`config.mk`:
```
export PLATFORM = sky130hd
export DESIGN_NAME = mult_operand_sequencer
export DESIGN_NICKNAME = d
export VERILOG_FILES = /design/src/rtl/mult_operand_sequencer.sv
export SDC_FILE = /design/constraint.sdc
export NUM_CORES = 1
export LEC_CHECK = 0
export ABC_AREA = 0
export CORE_ASPECT_RATIO = 0.8
export CORE_MARGIN = 5
export CORE_UTILIZATION = 53
export DETAILED_ROUTE_END_ITERATION = 12
export PLACE_DENSITY = 0.79
export SETUP_SLACK_MARGIN = 0.02
export SYNTH_ARGS = -nofsm -noshare
export SYNTH_HDL_FRONTEND = slang
export SYNTH_SLANG_ARGS = --single-unit
```
`constraint.sdc`:
```
create_clock -name clk -period 4.1 [get_ports clk]
set_input_delay 0.41 -clock clk [delete_from_list [all_inputs] [get_ports clk]]
set_output_delay 0.41 -clock clk [all_outputs]
set_load 0.03 [all_outputs]
```
`src/rtl/mult_operand_sequencer.sv`:
```
// Operand-pair FIFO and issue sequencer for a fixed-latency multiplier.
// Issues one pair per load pulse, waits the latency, presents the product.
module mult_operand_sequencer #(
  parameter int M           = 8,
  parameter int N           = 8,
  parameter int FIFO_DEPTH  = 4,
  parameter int MUL_LATENCY = 8
) (
  input  logic                          clk,
  input  logic                          rst,
  input  logic                          in_valid,
  output logic                          in_ready,
  input  logic [M-1:0]                  in_a,
  input  logic [N-1:0]                  in_b,
  output logic                          mul_load,
  output logic [M-1:0]                  mul_a,
  output logic [N-1:0]                  mul_b,
  input  logic [M+N-1:0]                mul_c,
  output logic                          out_valid,
  input  logic                          out_ready,
  output logic [M+N-1:0]                out_c,
  output logic                          busy,
  output logic [$clog2(FIFO_DEPTH):0]   fifo_count
);

  localparam int AW = $clog2(FIFO_DEPTH);
  localparam int CW = AW + 1;
  localparam int LW = $clog2(MUL_LATENCY + 1);

  typedef enum logic [1:0] {
    IDLE,
    LOAD,
    WAIT,
    HOLD
  } state_t;

  state_t            state_q, state_d;
  logic [M+N-1:0]    mem_q [FIFO_DEPTH];
  logic [AW-1:0]     wr_q, wr_d;
  logic [AW-1:0]     rd_q, rd_d;
  logic [CW-1:0]     cnt_q, cnt_d;
  logic [LW-1:0]     lat_q, lat_d;
  logic              mul_load_q, mul_load_d;
  logic [M-1:0]      mul_a_q, mul_a_d;
  logic [N-1:0]      mul_b_q, mul_b_d;
  logic              out_valid_q, out_valid_d;
  logic [M+N-1:0]    out_c_q, out_c_d;
  logic              push, pop;
  logic [M+N-1:0]    head;

  assign in_ready   = (cnt_q != CW'(FIFO_DEPTH));
  assign push       = in_valid && in_ready;
  assign pop        = (state_q == LOAD);
  assign head       = mem_q[rd_q];
  assign busy       = (state_q != IDLE) || (cnt_q != '0);
  assign fifo_count = cnt_q;
  assign mul_load   = mul_load_q;
  assign mul_a      = mul_a_q;
  assign mul_b      = mul_b_q;
  assign out_valid  = out_valid_q;
  assign out_c      = out_c_q;

  always_comb begin
    wr_d        = push ? wr_q + 1'b1 : wr_q;
    rd_d        = pop ? rd_q + 1'b1 : rd_q;
    cnt_d       = cnt_q + CW'(push) - CW'(pop);
    state_d     = state_q;
    lat_d       = lat_q;
    mul_load_d  = 1'b0;
    mul_a_d     = mul_a_q;
    mul_b_d     = mul_b_q;
    out_valid_d = out_valid_q;
    out_c_d     = out_c_q;
    unique case (state_q)
      IDLE: begin
        if (cnt_q != '0) begin
          state_d            = LOAD;
          mul_load_d         = 1'b1;
          {mul_a_d, mul_b_d} = head;
        end
      end
      LOAD: begin
        state_d = WAIT;
        lat_d   = LW'(MUL_LATENCY);
      end
      WAIT: begin
        lat_d = lat_q - 1'b1;
        if (lat_q == LW'(1)) begin
          out_c_d     = mul_c;
          out_valid_d = 1'b1;
          state_d     = HOLD;
        end
      end
      HOLD: begin
        if (out_ready) begin
          out_valid_d = 1'b0;
          state_d     = IDLE;
          if (cnt_d != '0) begin
            state_d    = LOAD;
            mul_load_d = 1'b1;
            // an empty FIFO being written this cycle has no readable head yet
            if (cnt_q == '0) {mul_a_d, mul_b_d} = {in_a, in_b};
            else             {mul_a_d, mul_b_d} = head;
          end
        end
      end
      default: state_d = IDLE;
    endcase
  end

  always_ff @(posedge clk) begin
    if (push) mem_q[wr_q] <= {in_a, in_b};
  end

  always_ff @(posedge clk or posedge rst) begin
    if (rst) begin
      state_q     <= IDLE;
      wr_q        <= '0;
      rd_q        <= '0;
      cnt_q       <= '0;
      lat_q       <= '0;
      mul_load_q  <= 1'b0;
      mul_a_q     <= '0;
      mul_b_q     <= '0;
      out_valid_q <= 1'b0;
      out_c_q     <= '0;
    end else begin
      state_q     <= state_d;
      wr_q        <= wr_d;
      rd_q        <= rd_d;
      cnt_q       <= cnt_d;
      lat_q       <= lat_d;
      mul_load_q  <= mul_load_d;
      mul_a_q     <= mul_a_d;
      mul_b_q     <= mul_b_d;
      out_valid_q <= out_valid_d;
      out_c_q     <= out_c_d;
    end
  end

endmodule
```
==> flow_summary_export.csv <==
group,metric,value,unit
worst_setup_path,reg2reg_from,"fifo_count[0]$_DFF_PP0_",
placement,dp_slack,475,ps
die,rows,30,
clock_tree,cts_tree,"yes",
worst_setup_path,critical_path_class,"flop to flop",
sta,fin_crit,3380,ps
clock_tree,root_buffer,"clkbuf_8",
placement,dp_hpwl,6190,microns
pwr,swShare,38.4,%
synthesis,yosysTopAreaCellShare,42.2,%
detailed_routing,avgViaCountPerCell,5.65,
final_layout,nets,419,
die,die_w,114,microns
sta,fin_worst_skew,9.16,ps
pwr,internal_power,2730,uW
sta,setup_ws,716,ps
clock_tree,cts_hold_buf,0,
worst_setup_path,critical_path.startpoint,"fifo_count[0]$_DFF_PP0_",
clock_tree,postCtsSetupRepairBufs,0,
synthesis,synth_warnings,0,
global_routing,grt_pass1_vias,2786,
sta,max_freq,295,MHz
global_routing,gr-total-overflow,0,
pwr,power_frac_clock,14.3,%
clock_tree,cts_buffer_depth,2,
detailed_routing,drt-initial-drc-count,189,
die,fp.dieH,93.0,microns
synthesis,syn_inst,297,
synthesis,synth-seq-area-share,67.9,%
synthesis,synth_nets,346,
pwr,pwr-share-seq,41.2,%
final_layout,finalInstanceArea,0.00558,sq mm
final_layout,final_common_cell,"clkdlybuf4s50_1",
clock_tree,cts_resized,0,
worst_setup_path,crit_required,4380,ps
sta,hold_slack,486,ps
die,coreArea,0.00845,sq mm
die,dieArea,0.0106,sq mm
sta,slew_viol_final,0,
pwr,switchingPower,1700,uW
placement,portBuffers,74,
synthesis,synth-seq-cells,111,
final_layout,insertedDiodeCount,0,
detailed_routing,postRouteAntennaNets,0,
clock_tree,cts_buffers,9,
final_layout,fillers,612,
detailed_routing,vias,2752,
hold_path,hp-start,"lat_q[3]$_DFFE_PP0P_",
global_routing,grt_usage,18.4,%
sta,relSlewSlack,24.9,%
global_routing,grt_pass1_wl,14900,microns
pwr,vdd_drop_max,350,uV
hold_path,hp-class,"flop to flop",
placement,gp_congestion,0.771,
worst_setup_path,arrival,3670,ps
outcome,status,"finished, final reports clean",
sta,hold_viol,0,
placement,placed_cell_area,0.00539,sq mm
final_layout,multi_input_area,0.00134,sq mm
sta,worst_slew_pin_slew,1130,ps
worst_setup_path,worstPathMaxFanout,17,
die,ios,75,
pwr,p_comb_share,44.6,%
detailed_routing,wirelength,9150,microns
detailed_routing,firstDrtPassIters,5,
final_layout,syn2layout_area_growth,22.3,%
synthesis,ys_types,36,
synthesis,ys_top_cells_by_area,"edfxtp_1 42%, dfrtp_1 26%, mux4_2 7.9%",
clock_tree,clk_pin_slew,100,ps
job,maxCapViolCount,0,
sta,min_period_over_period,82.5,%
clock_tree,htree_levels,3,
global_routing,grt_max_degree,48,
synthesis,syn_area,0.00456,sq mm
final_layout,drive_gt1_share,14.7,%
clock_tree,clock_latency,370,ps
die,start_util,54.0,%
global_routing,antenna_found_initial,0,
clock_tree,cts.sinks,111,
pwr,p_per_area,796,mW/mm^2
synthesis,yosys.area.top_type,"edfxtp_1",
final_layout,register_area,0.00310,sq mm
sta,finalSetupViolations,0,
worst_setup_path,start_kind,"flop",
pwr,p_leak,0.00207,uW
final_layout,final_cell_mix,"74 x clkdlybuf4s50_1, 64 x edfxtp_1, 47 x dfrtp_1",
detailed_routing,wl_per_cell,18.8,microns
detailed_routing,post-route-drc-count,0,
sta,finalSetupTns,0,ps
worst_setup_path,end_kind,"flop",
sta,rsz0062_at_grt,"false",
synthesis,synth.avg_cell_area,15.4,sq um
synth_stat cells:
cell and number:
a211oi_1 2, a21oi_1 17, a31oi_1 14, a31oi_2 3, a32oi_1 1, and2_1 2, and2_4 1, and3_1 4
buf_1 1, buf_2 4, buf_6 2, clkbuf_1 7, dfrtp_1 47, edfxtp_1 64, fa_1 1, ha_1 12
inv_1 15, mux2_2 17, mux4_2 16, nand2_1 41, nand2b_1 1, nand3_1 2, nor2_1 3, nor2b_1 1
nor3_1 1, nor4b_1 1, o21ai_0 7, o22ai_1 1, o31ai_1 1, o32ai_1 1, or3_1 1, or3b_2 1
or4_1 1, xnor2_1 2, xnor3_1 1, xor2_1 1
power by group through the flow:
stage / Combinational [uW] / Sequential [uW] / Clock (uW)
6_report: 1980 / 1830 / 634
2_1_floorplan: 1060 / 2080 / 0
4_1_cts: 1990 / 1830 / 647
3_5_place_dp: 1990 / 1860 / 0
5_1_grt: 2130 / 1880 / 701
3_3_place_gp: 1920 / 1850 / 0
layer usage:
metal	global-route usage [%]	vias up	part of all wire, %
li1	-	1246	-
met1	25.7	1371	43
met2	28.2	118	47
met3	5.03	17	7.9
met4	6.11	0	1.7
met5	0	-	0
cell families after synthesis:
logic type,Yosys count,synth area share (%)
xor gates and xnor gates,4,1.07
DFF,111,67.9
muxes,33,12.1
AOI/OAI and AO/OA,47,6.39
adders and majority gates,13,3.73
buffers and inverters,29,2.83
and+or+nand+nor,60,5.93
stage by stage:
step	instances	power [uW]	utilization, %
after global placement	471	3760	63.8
after global routing	487	4710	66.0
final	487	4440	66.0
after CTS	487	4470	66.0
after detailed placement	471	3850	63.8
after floorplan	297	3140	-
area by class of cell:
cell class | count | share of cell area [%]
Inverter | 15 | 1.01
Clock inverter | 5 | 1.05
Timing Repair Buffer | 76 | 13.5
Tap cell | 112 | 2.51
Sequential cell | 111 | 55.5
Clock buffer | 11 | 2.36
Multi-Input combinational cell | 157 | 24.0
final timing paths:
| path | cells after the start | slack, ps | end |
|---|---|---|---|
| hold reg to reg | 1 | 490 | lat_q[3]$_DFFE_PP0P_ |
| setup reg to reg | 12 | 720 | mul_a[1]$_DFFE_PP0P_ |
| setup / recovery | 12 | 720 | mul_a[1]$_DFFE_PP0P_ |
| max in group asynchronous | 2 | 2900 | mul_b[6]$_DFFE_PP0P_ |
| min in group asynchronous | 2 | 580 | out_c[15]$_DFFE_PP0P_ |
| hold / removal | 1 | 490 | lat_q[3]$_DFFE_PP0P_ |
state kept, by name (all words and copies together), names as in the netlist:
register / cells
fifo_count: 3
lat_q: 4
mem_q: 64
mul_a: 8
mul_b: 8
mul_load: 1
out_c: 16
out_valid: 1
rd_q: 2
state_q: 2
wr_q: 2
critical path: stages, from the launching register on:
cell	delay (ps)
dfrtp_1	450
nor2_1	60
nand2_1	140
and2_1	220
inv_1	60
ha_1	270
inv_1	40
ha_1	180
fa_1	380
xnor3_1	230
or4_1	720
and2_4	370
a31oi_1	170
Note: power is estimated with default switching activity, not from simulation.
